`src/rtl/spram_dmem_ctrl.sv`:
```
// Data-memory controller: turns one RV32I byte/half/word load or store into one or
// two 16-bit accesses on a 16Kx16 single-port SPRAM and returns a 32-bit load result.
module spram_dmem_ctrl #(
  parameter int ADDR_W = 15
) (
  input  logic              clk,
  input  logic              reset,
  input  logic              req_valid,
  output logic              req_ready,
  input  logic              req_we,
  input  logic [2:0]        req_funct3,
  input  logic [ADDR_W-1:0] req_addr,
  input  logic [31:0]       req_wdata,
  output logic              resp_valid,
  output logic [31:0]       resp_rdata,
  output logic              resp_fault,
  output logic [ADDR_W-2:0] ram_addr,
  output logic [15:0]       ram_din,
  output logic [3:0]        ram_maskwren,
  output logic              ram_wren,
  input  logic [15:0]       ram_dout
);

  typedef enum logic [2:0] {IDLE, ACC0, ACC1, FIN, RESP} state_t;

  state_t              state_q, state_d;
  logic                we_q, we_d;
  logic [2:0]          f3_q, f3_d;
  logic [ADDR_W-1:0]   addr_q, addr_d;
  logic [31:0]         wdata_q, wdata_d;
  logic [15:0]         lo_q, lo_d;
  logic                resp_valid_q, resp_valid_d;
  logic                resp_fault_q, resp_fault_d;
  logic [31:0]         resp_rdata_q, resp_rdata_d;
  logic [ADDR_W-2:0]   ram_addr_q, ram_addr_d;
  logic [15:0]         ram_din_q, ram_din_d;
  logic [3:0]          ram_mask_q, ram_mask_d;
  logic                ram_wren_q, ram_wren_d;

  logic                req_illegal, req_misal;
  logic                word_q;
  logic [7:0]          ld_byte;
  logic [31:0]         ld_result;

  // Handshake: a request transfers on any edge where req_valid && req_ready; req_ready
  // is high only in IDLE. Responses have no backpressure and last exactly one cycle.
  assign req_ready    = (state_q == IDLE);
  assign resp_valid   = resp_valid_q;
  assign resp_fault   = resp_fault_q;
  assign resp_rdata   = resp_rdata_q;
  assign ram_addr     = ram_addr_q;
  assign ram_din      = ram_din_q;
  assign ram_maskwren = ram_mask_q;
  assign ram_wren     = ram_wren_q;

  assign word_q = (f3_q[1:0] == 2'd2);

  always_comb begin
    req_illegal = req_we ? (req_funct3 > 3'd2)
                         : ((req_funct3 == 3'd3) || (req_funct3[2:1] == 2'b11));
    req_misal   = ((req_funct3[1:0] == 2'd1) && req_addr[0]) ||
                  ((req_funct3[1:0] == 2'd2) && (req_addr[1:0] != 2'b00));
  end

  always_comb begin
    ld_byte = addr_q[0] ? ram_dout[15:8] : ram_dout[7:0];
    case (f3_q[1:0])
      2'd0:    ld_result = {{24{ld_byte[7] & ~f3_q[2]}}, ld_byte};
      2'd1:    ld_result = {{16{ram_dout[15] & ~f3_q[2]}}, ram_dout};
      default: ld_result = {ram_dout, lo_q};
    endcase
  end

  // Write enable and mask default low so every non-write cycle carries a zero mask.
  always_comb begin
    state_d      = state_q;
    we_d         = we_q;
    f3_d         = f3_q;
    addr_d       = addr_q;
    wdata_d      = wdata_q;
    lo_d         = lo_q;
    resp_valid_d = 1'b0;
    resp_fault_d = 1'b0;
    resp_rdata_d = 32'd0;
    ram_addr_d   = ram_addr_q;
    ram_din_d    = ram_din_q;
    ram_mask_d   = 4'b0000;
    ram_wren_d   = 1'b0;
    case (state_q)
      IDLE: begin
        if (req_valid) begin
          we_d    = req_we;
          f3_d    = req_funct3;
          addr_d  = req_addr;
          wdata_d = req_wdata;
          if (req_illegal || req_misal) begin
            state_d = RESP;
          end else begin
            state_d    = ACC0;
            ram_addr_d = (req_funct3[1:0] == 2'd2) ? {req_addr[ADDR_W-1:2], 1'b0}
                                                   : req_addr[ADDR_W-1:1];
            ram_din_d  = (req_funct3[1:0] == 2'd0) ? {2{req_wdata[7:0]}} : req_wdata[15:0];
            ram_wren_d = req_we;
            if (req_we) begin
              ram_mask_d = (req_funct3[1:0] != 2'd0) ? 4'b1111 :
                           (req_addr[0] ? 4'b1100 : 4'b0011);
            end
          end
        end
      end
      ACC0: begin
        if (word_q) begin
          state_d    = ACC1;
          ram_addr_d = {addr_q[ADDR_W-1:2], 1'b1};
          ram_din_d  = wdata_q[31:16];
          ram_wren_d = we_q;
          ram_mask_d = we_q ? 4'b1111 : 4'b0000;
        end else if (we_q) begin
          state_d      = IDLE;
          resp_valid_d = 1'b1;
        end else begin
          state_d = FIN;
        end
      end
      ACC1: begin
        lo_d = ram_dout;
        if (we_q) begin
          state_d      = IDLE;
          resp_valid_d = 1'b1;
        end else begin
          state_d = FIN;
        end
      end
      FIN: begin
        state_d      = IDLE;
        resp_valid_d = 1'b1;
        resp_rdata_d = ld_result;
      end
      RESP: begin
        state_d      = IDLE;
        resp_valid_d = 1'b1;
        resp_fault_d = 1'b1;
      end
      default: state_d = IDLE;
    endcase
  end

  always_ff @(posedge clk or posedge reset) begin
    if (reset) begin
      state_q      <= IDLE;
      we_q         <= 1'b0;
      f3_q         <= 3'd0;
      addr_q       <= '0;
      wdata_q      <= 32'd0;
      lo_q         <= 16'd0;
      resp_valid_q <= 1'b0;
      resp_fault_q <= 1'b0;
      resp_rdata_q <= 32'd0;
      ram_addr_q   <= '0;
      ram_din_q    <= 16'd0;
      ram_mask_q   <= 4'b0000;
      ram_wren_q   <= 1'b0;
    end else begin
      state_q      <= state_d;
      we_q         <= we_d;
      f3_q         <= f3_d;
      addr_q       <= addr_d;
      wdata_q      <= wdata_d;
      lo_q         <= lo_d;
      resp_valid_q <= resp_valid_d;
      resp_fault_q <= resp_fault_d;
      resp_rdata_q <= resp_rdata_d;
      ram_addr_q   <= ram_addr_d;
      ram_din_q    <= ram_din_d;
      ram_mask_q   <= ram_mask_d;
      ram_wren_q   <= ram_wren_d;
    end
  end

endmodule

```
`config.mk`:
```
export PLATFORM = sky130hd
export DESIGN_NAME = spram_dmem_ctrl
export DESIGN_NICKNAME = d
export VERILOG_FILES = /design/src/rtl/spram_dmem_ctrl.sv
export SDC_FILE = /design/constraint.sdc
export NUM_CORES = 1
export LEC_CHECK = 0
export ABC_CLOCK_PERIOD_IN_PS = 9910
export CORE_ASPECT_RATIO = 2
export CORE_MARGIN = 5
export CORE_UTILIZATION = 50
export CTS_CLUSTER_SIZE = 24
export DETAILED_ROUTE_END_ITERATION = 8
export GPL_TIMING_DRIVEN = 0
export PLACE_DENSITY = 0.81
export SLEW_MARGIN = 20
export SYNTH_ARGS = -nofsm -noshare
export SYNTH_HDL_FRONTEND = slang
export SYNTH_SLANG_ARGS = --single-unit
```
`constraint.sdc`:
```
create_clock -name clk -period 9.91 [get_ports clk]
set_input_delay 1.982 -clock clk [delete_from_list [all_inputs] [get_ports clk]]
set_output_delay 1.982 -clock clk [all_outputs]
set_load 0.02 [all_outputs]
```
==> metrics.txt <==
Mean Syn Cell Area 11.2 um^2; cts hold-fix bufs 0; Mapped Nets 556; grt ovf 0; GPL Wtd Cong 0.839; pwr/cell area 307 nW/um^2; Post-Route Setup TNS 0 ns; Critical Path Start state_q[1]; maximum vdd drop 0.212 mV; Antenna Nets Post-Route 0; top-area cell type share of the netlist area 0.551; Layout Cells excl Fill 796; Post-Route WL 14.6 mm; hold_sp addr_q[14]; Die Y 158 um; Worst slew margin 0.521; Arr. time, crit path 1.81 ns; initial cell density of the core 0.504; CTS Sinks 120; 1st-iter DRT viols 136; fin crit share 0.383; detailed placement HPWL 10.7 mm; Worst R2R Path Depth 6; Slew Viols, Final 0; Final Total Pwr 2.37 mW; total CTS buffers 17; number of global-route vias before repair 4707; CP Capture Type output pin; Syn Std Cell Area 5450 um^2; via count 4194; residual DRC count 0; Post-CTS Resized 0; Leakage 3.56 nW; Worst-path clk slew 0.05 ns; Core Footprint 10800 um^2; Buffers on Ports 138; prevailing post-synth register cell dfrtp_1; crit-path max FO 10; Post-Synthesis Cells 486; die width 83.8 um; Final Hold Fails 0; FP Rows 54; Synth area leader dfrtp_1; Yosys reg bits 120; Tot GR Track Use 0.229; Area contributors post-synth dfrtp_1 (55%), nand2_1 (9.4%), mux2_4 (8.0%); MaxCap Viol Count 0; most frequent cell after synthesis nand2_1; required time worst endpoint 7.93 ns; antenna violations before repair 0; Worst Skew 0.00947 ns; status completed; fraction of layout cells with a size suffix above 1 0.191; reg2reg end ram_din[14]; fmax 263 MHz; async set-reset flop share out of synthesis 1.00; # diodes 0; Hold/Removal Path Class reg2reg; placed cells 765; CTS tree built; crit path launch type flop; synth cell count leaders nand2_1 (136), dfrtp_1 (120), mux2_4 (29); first-pass GRT wire length 23.5 mm; Seq/Total Area, Yosys 0.551; synth warn 0; critical path type reg2out; vias per cell 5.27; post-CTS setup buffer count 0; largest net degree at the start of global routing 70; Ports 140; DR pass1 iterations 5; r2r setup slk 7.91 ns; Yosys cell types 39; H-tree depth 4; Hold Path Sink addr_q[14]; clock tree buffer depth 2; clock root buffer clkbuf_16; Nets 714; worst r2r src state_q[1]; Skew-Pair Late Insertion Delay 0.41 ns; die area 13200 um^2; hold path depth 2; area grow syn2layout 41.3%; RSZ-0062 raised after global routing false; final setup fails 0; drt wl/cell 18.4 um; crit path time final 3.80 ns; EDFF count, synth 0; Least-Margin Pin Slew 0.718 ns
-- critical path: stages (launching register included) --
cell             delay [ns]
dfrtp_1                0.37
buf_6                  0.14
nor3_4                 0.23
clkdlybuf4s50_1        0.67
-- cell type report --
| class | count | area [um^2] |
|---|---|---|
| clock inverters | 8 | 165 |
| flip-flops and latches | 120 | 3000 |
| multi-input cells | 309 | 2130 |
| fillers | 762 | 3110 |
| well taps | 140 | 175 |
| plain buffers | 31 | 216 |
| repair buffers | 139 | 1410 |
| inverters | 26 | 103 |
| clock buffers | 23 | 498 |
-- cells in the final DEF (no fill, tap or decap), types with 3 or more instances in the layout --
master,count
a21o_1,3
a21oi_1,9
a21oi_2,10
a221oi_1,7
buf_12,3
buf_2,8
buf_4,5
buf_6,3
bufinv_16,5
clkbuf_1,13
clkbuf_16,17
clkbuf_8,5
clkdlybuf4s50_1,138
clkinv_2,3
dfrtp_1,120
inv_1,25
mux2_1,5
mux2_2,26
mux2_4,29
mux2i_1,17
nand2_1,136
nand2b_1,3
nor2_1,3
nor2b_1,11
o21ai_0,10
o21ai_1,18
-- kinds of logic (layout without fill, tap and decap cells) --
group | Yosys count | after routing | synth area share
simple gates | 169 | 169 | 0.138
flops | 120 | 120 | 0.551
buf+inv | 57 | 227 | 0.0576
compound gates | 63 | 63 | 0.0783
mux | 77 | 77 | 0.175
-- flip-flops by register name, indices dropped and copies added, names as in the netlist, 3 cells and up --
name / cells
resp_rdata: 32
wdata_q: 16
state_q: 3
addr_q: 14
f3_q: 3
ram_din: 16
lo_q: 16
ram_addr: 14
-- metrics by stage --
step / instance area [um^2] / utilization / worst slack [ns] / hold WS, ns
floorplan: 5450 / - / 4.74 / 0.440
global placement: 7010 / 0.648 / 3.27 / 0.452
detailed placement: 7040 / 0.651 / 5.95 / 0.461
CTS: 7700 / 0.712 / 6.09 / 0.474
global route: 7700 / 0.712 / 6.06 / 0.502
finish: 7700 / 0.712 / 6.11 / 0.470
-- worst max-delay path by stage --
stage	to	depth (start not counted)
after floorplan	addr_q[0]	1
after global placement	ram_din[2]	2
after detailed placement	ram_din[12]	6
after CTS	req_ready	3
after global routing	req_ready	3
final	req_ready	3
-- report_power, final --
| part | switching (mW) | internal [mW] | leakage (nW) |
|---|---|---|---|
| Clock | 0.209 | 0.477 | 0.329 |
| Combinational | 0.463 | 0.441 | 1.71 |
| Sequential | 0.103 | 0.673 | 1.52 |
-- routing by layer --
| metal | up-vias | track usage | wire length, um |
|---|---|---|---|
| li1 | 1917 | - | - |
| met3 | 46 | 0.0625 | 837 |
| met4 | 0 | 0.116 | 488 |
| met5 | - | 0 | 0 |
| met1 | 2049 | 0.222 | 4740 |
| met2 | 182 | 0.437 | 8570 |
Note: power is estimated with default switching activity, not from simulation.
